--- src/rtl/lbp_pkg.sv ---
// Shared definitions for the LBP host and the LBP core bench.
//   AW    : address width of the gray and LBP stores
//   DW    : pixel / LBP data width
//   DEPTH : entries per store (2**AW)
//   lbp_state_e : host sequencing states
package lbp_pkg;
    localparam int AW    = 6;
    localparam int DW    = 8;
    localparam int DEPTH = 64;

    typedef enum logic [2:0] {
        IDLE  = 3'd0,
        LOAD  = 3'd1,
        RUN   = 3'd2,
        DRAIN = 3'd3,
        DONE  = 3'd4
    } lbp_state_e;
endpackage

--- src/rtl/lbp_store.sv ---
// DEPTH x DW store with one synchronous write port, a registered read port
// and a per-entry valid bit. Entries never written (or wiped by clear_all)
// read as zero.
//   clk, reset      : clock, synchronous active-high reset
//   clear_all       : drop every valid bit this cycle
//   we/waddr/wdata  : write port
//   re/raddr        : read enable / address; rdata holds when re=0
//   rdata           : registered read data
module lbp_store #(
    parameter int AW    = 6,
    parameter int DW    = 8,
    parameter int DEPTH = 64
) (
    input  logic          clk,
    input  logic          reset,
    input  logic          clear_all,
    input  logic          we,
    input  logic [AW-1:0] waddr,
    input  logic [DW-1:0] wdata,
    input  logic          re,
    input  logic [AW-1:0] raddr,
    output logic [DW-1:0] rdata
);
    logic [DW-1:0]    mem [DEPTH];
    logic [DEPTH-1:0] valid;

    // Data array has no reset so it can map onto RAM.
    always_ff @(posedge clk) begin
        if (we)
            mem[waddr] <= wdata;
    end

    always_ff @(posedge clk) begin
        if (reset) begin
            valid <= '0;
            rdata <= '0;
        end else begin
            if (clear_all)
                valid <= '0;
            else if (we)
                valid[waddr] <= 1'b1;

            if (re) begin
                // Same-cycle write to the read address is forwarded so a
                // read issued alongside the final write sees the new value.
                if (clear_all)
                    rdata <= '0;
                else if (we && (waddr == raddr))
                    rdata <= wdata;
                else if (valid[raddr])
                    rdata <= mem[raddr];
                else
                    rdata <= '0;
            end
        end
    end
endmodule

--- src/rtl/lbp_host.sv ---
// Host-side responder for the LBP core: loads a gray image from a stream,
// serves the core's gray reads, captures its LBP writes, then streams the
// results out once the core signals finish.
//   clk, reset                   : clock, synchronous active-high reset
//   start                        : begin a pass (honoured in IDLE / DONE)
//   load_valid/load_data/ready   : gray image input stream, raster order
//   core_start                   : one-cycle pulse on the first RUN cycle
//   gray_req/gray_addr/gray_data : core read port, 1-cycle latency
//   lbp_write/lbp_addr/lbp_data  : core write port, rising edge = one write
//   finish                       : core done
//   rd_valid/rd_data/rd_ready    : result output stream, address 0 first
//   done                         : high in DONE
//   wr_count                     : captured writes this pass, saturating
module lbp_host
    import lbp_pkg::*;
#(
    parameter int AW    = lbp_pkg::AW,
    parameter int DW    = lbp_pkg::DW,
    parameter int DEPTH = lbp_pkg::DEPTH
) (
    input  logic          clk,
    input  logic          reset,
    input  logic          start,
    input  logic          load_valid,
    input  logic [DW-1:0] load_data,
    output logic          load_ready,
    output logic          core_start,
    input  logic          gray_req,
    input  logic [AW-1:0] gray_addr,
    output logic [DW-1:0] gray_data,
    input  logic          lbp_write,
    input  logic [AW-1:0] lbp_addr,
    input  logic [DW-1:0] lbp_data,
    input  logic          finish,
    output logic          rd_valid,
    output logic [DW-1:0] rd_data,
    input  logic          rd_ready,
    output logic          done,
    output logic [AW:0]   wr_count
);
    lbp_state_e    state;
    logic [AW-1:0] ld_ptr;
    logic [AW-1:0] rd_ptr;
    logic          lbp_wr_q;

    logic          new_pass;
    logic          load_fire;
    logic          wr_edge;
    logic          rd_fire;
    logic          last_beat;
    logic          res_re;
    logic [AW-1:0] res_raddr;

    assign new_pass  = ((state == IDLE) || (state == DONE)) && start;
    assign load_fire = (state == LOAD) && load_valid && load_ready;
    assign wr_edge   = (state == RUN) && lbp_write && !lbp_wr_q;
    assign rd_fire   = (state == DRAIN) && rd_valid && rd_ready;
    assign last_beat = (rd_ptr == AW'(DEPTH - 1));

    // Result reads are prefetched: address 0 on the finish cycle so it is
    // on rd_data in the first DRAIN cycle, then rd_ptr+1 on each handshake.
    always_comb begin
        res_re    = 1'b0;
        res_raddr = '0;
        if ((state == RUN) && finish) begin
            res_re    = 1'b1;
            res_raddr = '0;
        end else if (rd_fire && !last_beat) begin
            res_re    = 1'b1;
            res_raddr = rd_ptr + AW'(1);
        end
    end

    lbp_store #(.AW(AW), .DW(DW), .DEPTH(DEPTH)) u_gray (
        .clk       (clk),
        .reset     (reset),
        .clear_all (1'b0),
        .we        (load_fire),
        .waddr     (ld_ptr),
        .wdata     (load_data),
        .re        ((state == RUN) && gray_req),
        .raddr     (gray_addr),
        .rdata     (gray_data)
    );

    lbp_store #(.AW(AW), .DW(DW), .DEPTH(DEPTH)) u_result (
        .clk       (clk),
        .reset     (reset),
        .clear_all (new_pass),
        .we        (wr_edge),
        .waddr     (lbp_addr),
        .wdata     (lbp_data),
        .re        (res_re),
        .raddr     (res_raddr),
        .rdata     (rd_data)
    );

    always_ff @(posedge clk) begin
        if (reset) begin
            state      <= IDLE;
            load_ready <= 1'b0;
            core_start <= 1'b0;
            rd_valid   <= 1'b0;
            done       <= 1'b0;
            wr_count   <= '0;
            ld_ptr     <= '0;
            rd_ptr     <= '0;
            lbp_wr_q   <= 1'b0;
        end else begin
            // Tracks lbp_write in every state so a level already high on
            // entry to RUN is not mistaken for a fresh write.
            lbp_wr_q   <= lbp_write;
            core_start <= 1'b0;

            if (wr_edge && (wr_count != {(AW+1){1'b1}}))
                wr_count <= wr_count + (AW+1)'(1);

            case (state)
                IDLE, DONE: begin
                    if (start) begin
                        state      <= LOAD;
                        load_ready <= 1'b1;
                        done       <= 1'b0;
                        ld_ptr     <= '0;
                        wr_count   <= '0;
                    end
                end
                LOAD: begin
                    if (load_fire) begin
                        ld_ptr <= ld_ptr + AW'(1);
                        if (ld_ptr == AW'(DEPTH - 1)) begin
                            state      <= RUN;
                            load_ready <= 1'b0;
                            core_start <= 1'b1;
                        end
                    end
                end
                RUN: begin
                    if (finish) begin
                        state    <= DRAIN;
                        rd_valid <= 1'b1;
                        rd_ptr   <= '0;
                    end
                end
                DRAIN: begin
                    if (rd_fire) begin
                        if (last_beat) begin
                            state    <= DONE;
                            rd_valid <= 1'b0;
                            done     <= 1'b1;
                        end else begin
                            rd_ptr <= rd_ptr + AW'(1);
                        end
                    end
                end
                default: state <= IDLE;
            endcase
        end
    end
endmodule

--- config.mk ---
export PLATFORM = sky130hd
export DESIGN_NAME = lbp_host
export DESIGN_NICKNAME = d
export VERILOG_FILES = /design/src/rtl/lbp_pkg.sv /design/src/rtl/lbp_store.sv /design/src/rtl/lbp_host.sv
export SDC_FILE = /design/constraint.sdc
export NUM_CORES = 1
export LEC_CHECK = 0
export BUFFER_PORTS_ARGS = -buffer_cell sky130_fd_sc_hd__buf_4
export CAP_MARGIN = 10
export CORE_ASPECT_RATIO = 1.25
export CORE_MARGIN = 2
export CORE_UTILIZATION = 34
export CTS_CLUSTER_DIAMETER = 120
export CTS_CLUSTER_SIZE = 30
export DETAILED_ROUTE_END_ITERATION = 6
export PLACE_DENSITY = 0.57
export SETUP_SLACK_MARGIN = 0.5
export SYNTH_ARGS = -nofsm -noshare
export SYNTH_HDL_FRONTEND = slang
export SYNTH_SLANG_ARGS = --single-unit
--- constraint.sdc ---
create_clock -name clk -period 4.85 [get_ports clk]
set_input_delay 0.7275 -clock clk [delete_from_list [all_inputs] [get_ports clk]]
set_output_delay 0.7275 -clock clk [all_outputs]
set_load 0.005 [all_outputs]
==> results of run 1 <==
## layout make-up
cell class	count	area (um2)
Sequential cell	1195	34200
Multi-Input combinational cell	1613	11700
Timing Repair Buffer	111	945
Clock inverter	1	6.26
Inverter	13	48.8
Tap cell	1759	2200
Clock buffer	80	1260
Fill cell	12604	85500
## cell usage after synthesis (48+ instances only)
master | count | area share (%)
a21oi_1 | 48 | 0.52
a32oi_1 | 52 | 0.98
buf_2 | 48 | 0.52
clkbuf_1 | 90 | 0.72
dfxtp_1 | 171 | 7.3
edfxtp_1 | 1024 | 66
mux2i_1 | 97 | 2.1
mux4_2 | 190 | 9.2
nand2_1 | 423 | 3.4
nand3_1 | 122 | 1.3
nand4_1 | 69 | 0.93
nor2_1 | 423 | 3.4
## sequential cells by signal, indices dropped and copies added, names as in the netlist
signal          cells
state               3
core_start          1
rd_ptr              6
u_gray.mem        512
u_result.valid     64
load_ready          1
u_result.mem      512
rd_valid            1
ld_ptr              6
u_result.rdata      8
u_gray.rdata        8
u_gray.valid       64
done                1
wr_count            7
lbp_wr_q            1
## through the flow
| step | setup slack, ps | utilization (%) | instances |
|---|---|---|---|
| 2_1_floorplan | 1780 | - | 2990 |
| 3_3_place_gp | 1040 | 36.1 | 4691 |
| 3_5_place_dp | 1060 | 36.1 | 4691 |
| 4_1_cts | 1140 | 37.0 | 4772 |
| 5_1_grt | 878 | 37.0 | 4772 |
| 6_report | 1100 | 37.0 | 4772 |
## layer usage
| metal | GRT usage, % | share of wire [%] | up-vias |
|---|---|---|---|
| li1 | - | - | 11284 |
| met1 | 20.6 | 41 | 12875 |
| met2 | 28.7 | 52 | 673 |
| met3 | 1.63 | 4.7 | 134 |
| met4 | 4.51 | 2.7 | 2 |
| met5 | 0 | 0.0070 | - |
## power by group
group	switching [uW]	internal (uW)
clock	3020	1800
combinational	502	244
sequential	28.1	11200
## worst paths after layout
path	to	from	slack (ps)
max	u_result.rdata[5]	state[1]	1100
min	rd_valid	rd_ready	290
max reg2reg	u_result.rdata[5]	state[1]	1100
min reg2reg	u_gray.valid[62]	u_gray.valid[62]	480
## logic make-up after synthesis
logic type,count (synthesis)
flops,1195
simple gates,1114
mux,293
compound gates,187
buf+inv,182
xor+xnor,16
fa+ha+maj,3
==> results.ini, run 1 <==
[power]
cellPowerDensity_nw_per_um2=333
p_leak_uw=0.0155
ir_worst_vdd_uv=291
total_power_uw=16700

[synthesis]
synthDistinctLibCells=65
synth_top_family_by_area=multiplexers
ys_warn_count=0
synth_compound_area_share_pct=2.95
synth_edf_count=1024
async_reset_ff_share_pct=0
ys_seq_area_share_pct=73.3
synthFlopType=edfxtp_1
syn_area_per_cell_um2=15.6
synthMuxAreaShare_pct=11.4
synthSimpleGateAreaFrac_pct=10.2
syn_nets=3029
netlist_area_um2=46600
syn_inst=2990
synth-adder-area-share_pct=0.0805
synthXorXnorAreaFrac_pct=0.300
ys_ff_latch=1195

[timing]
period_share_pct=77.4
clock_skew_ps=20.1
worstMarginPinSlew_ps=1150
hold-worst-slack_ps=286
timing.fmax_ghz=0.266
hold_viol_final=0
slew_violations=0
setup_viol=0
setup-tns-final_ps=0
rsz0062_at_grt=no
min_period_ps=3750
slew_headroom_pct=22.9

[routing]
antenna_left=0
via_per_inst=5.23
post-route-drc-count=0
routed-via-count=24968
drtPass1Iterations=5
routed_wl_mm=114
drt_iter0_markers=2263
post_drt_wl_per_cell_um=23.9

[min_path]
hp-class=in -> reg
hold_depth=2

[floorplanning]
ios=63
initial_core_util_pct=34.3
die_area_um2=140000
row_count=151
dieWidth_um=335
placeableCoreArea_um2=136000
die_y_um=418

[place]
port_buffers=62
dp_hpwl_mm=72.6
placed_cell_area_um2=49100
gp_congestion=0.866

[setup_path]
worstSetupPathType=reg -> reg
crit_arrival_ps=4310
cp.depth=9
crit_family=simple AND/OR/NAND/NOR gates
r2r_cells=9
cp.required_ps=5410
crit_buf_inv=1
worstSetupEndpointType=register
cpMaxStageDelayCell=nor4_1
path_cells=nand3b_1 > a2111oi_4 > buf_12 > mux2i_1 > o22ai_1 > nor4_1 > nor4_2 > o211ai_2 > o21ai_1
slowest_delay_ps=670
worstPathMaxFanout=75
start_kind=register

[grt]
grt_max_degree=77
grt_pass1_vias=24593
grt_antenna_before_repair=4
grt_pass1_wl_mm=168
overflow=0
track_usage_pct=16.0

[final_layout]
finalInstanceArea_um2=50300
diodes=0
final_common_cell=edfxtp_1
drive_above_1_share_pct=12.4
area_delta_synth_final_pct=7.90
final_cell_mix=edfxtp_1, nor2_1, nand2_1
nNetsFinal=3018

[job]
cap_violations=0

[clock_network]
cts_buffers=45
insertion_delay_ps=670
clk_pin_slew_worst_paths_ps=120
htree_num_levels=2
root_buffer=clkbuf_16
post-cts-setup-buffer-count=0
cts_tree=yes
clock_path_buffers=3
hold_buffers=0
cts_resized=0
cts.sinks=1195

[status]
outcome=completed

No activity file was read; power rests on OpenSTA's default activity.
==> inputs of run 2 (changes only) <==
--- a/config.mk
+++ b/config.mk
@@ -5,6 +5,7 @@
 export SDC_FILE = /design/constraint.sdc
 export NUM_CORES = 1
 export LEC_CHECK = 0
+export ABC_AREA = 1
 export BUFFER_PORTS_ARGS = -buffer_cell sky130_fd_sc_hd__buf_4
 export CAP_MARGIN = 10
 export CORE_ASPECT_RATIO = 1.25
==> constraint.sdc (replaced) <==
create_clock -name clk -period 3.9 [get_ports clk]
set_input_delay 0.585 -clock clk [delete_from_list [all_inputs] [get_ports clk]]
set_output_delay 0.585 -clock clk [all_outputs]
set_load 0.005 [all_outputs]
==> results.ini, run 2 <==
[status]
outcome=completed

[timing]
worstMarginPinSlew_ps=1040
hold_viol_final=0
clock_skew_ps=36.7
worst_slack_ps=668
hold-worst-slack_ps=170
slew_violations=0
period_share_pct=82.9
min_period_ps=3230
rsz0062_at_grt=no
slew_headroom_pct=30.3
setup-tns-final_ps=0
setup_viol=0
timing.fmax_ghz=0.309

[setup_path]
slowest_delay_ps=510
timing.rr.start=rd_valid
r2r_cells=17
path_cells=nand2_1 > nor2_8 > nand3_4 > inv_6 > buf_12 > nand3_1 > nand3_1 > nand2_1 > nand2_1 > nand3_1 > nand2_1 > nand2_1 > nand2_1 > nand2_1 > nand2_1 > nand2_1 > a21oi_1
crit_arrival_ps=3840
worstSetupEndpointType=register
crit_family=simple AND/OR/NAND/NOR gates
worstPathMaxFanout=36
cpMaxStageDelayCell=dfxtp_1
worstSetupPathType=reg -> reg
crit_top_cell=nand2_1
r2r_end=u_result.rdata[0]
r2r_setup_slack_ps=670
cp.required_ps=4510
start_kind=register
crit_buf_inv=2

[grt]
track_usage_pct=18.2
gr-usage-met1_pct=24.3
met3_usage_pct=2.23
overflow=0
grt_antenna_before_repair=1
grt_pass1_vias=31826
grt_pass1_wl_mm=205
grt_max_degree=98
use_met2_pct=30.6
grt_busiest_layer=met2

[routing]
via_per_inst=5.32
post_drt_wl_per_cell_um=21.9
routed-via-count=33523
antenna_left=0
drt_iter0_markers=3681
drtPass1Iterations=5
routed_wl_mm=138
post-route-drc-count=0

[clock_network]
cts_tree=yes
root_buffer=clkbuf_16
post-cts-setup-buffer-count=0
htree_num_levels=2
cts_buffers=45
cts.sinks=1195
cts_resized=0
insertion_delay_ps=680
clk_pin_slew_worst_paths_ps=120
hold_buffers=0
clock_path_buffers=3

[synthesis]
synth.most_common_cell=edfxtp_1
ys_ff_latch=1195
ys_warn_count=0
async_reset_ff_share_pct=0
syn_inst=4394
netlist_area_um2=48900
synthDistinctLibCells=42
synth_common_cells=edfxtp_1, nor2_1, nand2_1
yosysTopAreaCellShare_pct=62.8
syn_area_per_cell_um2=11.1
ys_seq_area_share_pct=69.8
syn_nets=4433
synthFlopType=edfxtp_1
synth_area_leaders=edfxtp_1, dfxtp_1, nor2_1
yosysTopAreaCell=edfxtp_1
synth_edf_count=1024

[job]
cap_violations=0

[min_path]
hp-class=in -> reg
hp-start=lbp_write
hold_depth=3
hold_end=lbp_wr_q

[floorplanning]
row_count=155
dieWidth_um=343
die_y_um=428
placeableCoreArea_um2=143000
ios=63
initial_core_util_pct=34.2
die_area_um2=147000

[final_layout]
final_cell_mix=edfxtp_1, nor2_1, nand2_1
drive_above_1_share_pct=7.16
area_delta_synth_final_pct=8.94
largestRegisters=u_gray.mem (512), u_result.mem (512)
final_common_cell=edfxtp_1
final-instance-count-excl-fill=6297
nNetsFinal=4414

[power]
cellPowerDensity_nw_per_um2=404
ir_worst_vdd_uv=346
p_leak_uw=0.0179
total_power_uw=21600

[place]
dp_hpwl_mm=80.3
port_buffers=62
placed_cells=6211
gp_congestion=0.838
preCtsSetupSlack_ps=547

## run 2: changes by cell type in the layout (fill, tap and decap cells not counted), moves of 96 or more
cell	before	now
nor2_1	423	757
o22ai_1	11	141
nand2_1	423	595
mux4_2	190	0
nand4_1	69	165
o21ai_0	8	402
nand3_1	122	519
buf_4	101	206
inv_1	13	152
mux2i_1	97	0
## run 2: how the worst max path moves through the flow
stage	cells after the start	endpoint	from	slack, ps
floorplan	18	u_result.rdata[5]	rd_ptr[0]	1550
global placement	16	u_result.rdata[4]	rd_ready	580
detailed placement	14	u_result.rdata[4]	rd_ptr[0]	550
finish	17	u_result.rdata[0]	rd_valid	670
global route	17	u_result.rdata[0]	rd_valid	500
CTS	14	u_result.rdata[4]	rd_ptr[0]	540
## run 2: cells by family (layout without fill, tap and decap cells)
kind of cell	Yosys count	count (layout)	synth area share [%]
and+or+nand+nor	2085	2085	18.5
DFF	1195	1195	69.8
AOI/OAI and AO/OA	636	636	7.20
buffers and inverters	462	479	4.15
xor gates and xnor gates	13	13	0.233
adders and majority gates	3	3	0.0767
other	0	2	0
## run 2: final cells by class
type	count	area, um2
Antenna cell	2	5.00
Sequential cell	1195	34200
Clock inverter	2	16.3
Clock buffer	81	1300
Tap cell	1884	2360
Fill cell	13900	89600
Multi-Input combinational cell	2737	12800
Inverter	164	634
Timing Repair Buffer	232	2050
## run 2: through the flow
step                cell area [um2]  util [%]
finish                        53300      37.3
global route                  53300      37.3
CTS                           53300      37.3
detailed placement            51900      36.3
global placement              51900      36.3
floorplan                     48900         -
## run 2: tightest hold or removal path, delay by kind of cell
family,cells,cell delay [ps]
simple gates,1,90
buf+inv,2,150
## run 2: where the power goes
| group | leakage, uW | internal [uW] | switching (uW) | total, uW |
|---|---|---|---|---|
| clock | 0.000624 | 2320 | 3830 | 6150 |
| combinational | 0.00670 | 344 | 1100 | 1440 |
| sequential | 0.0106 | 13900 | 56.7 | 14000 |
## run 2: metal layers
layer  up-vias  part of all wire (%)
li1      15565                     -
met5         -                0.0065
met4         2                   3.2
met2      1120                    49
met3       210                   5.8
met1     16626                    42
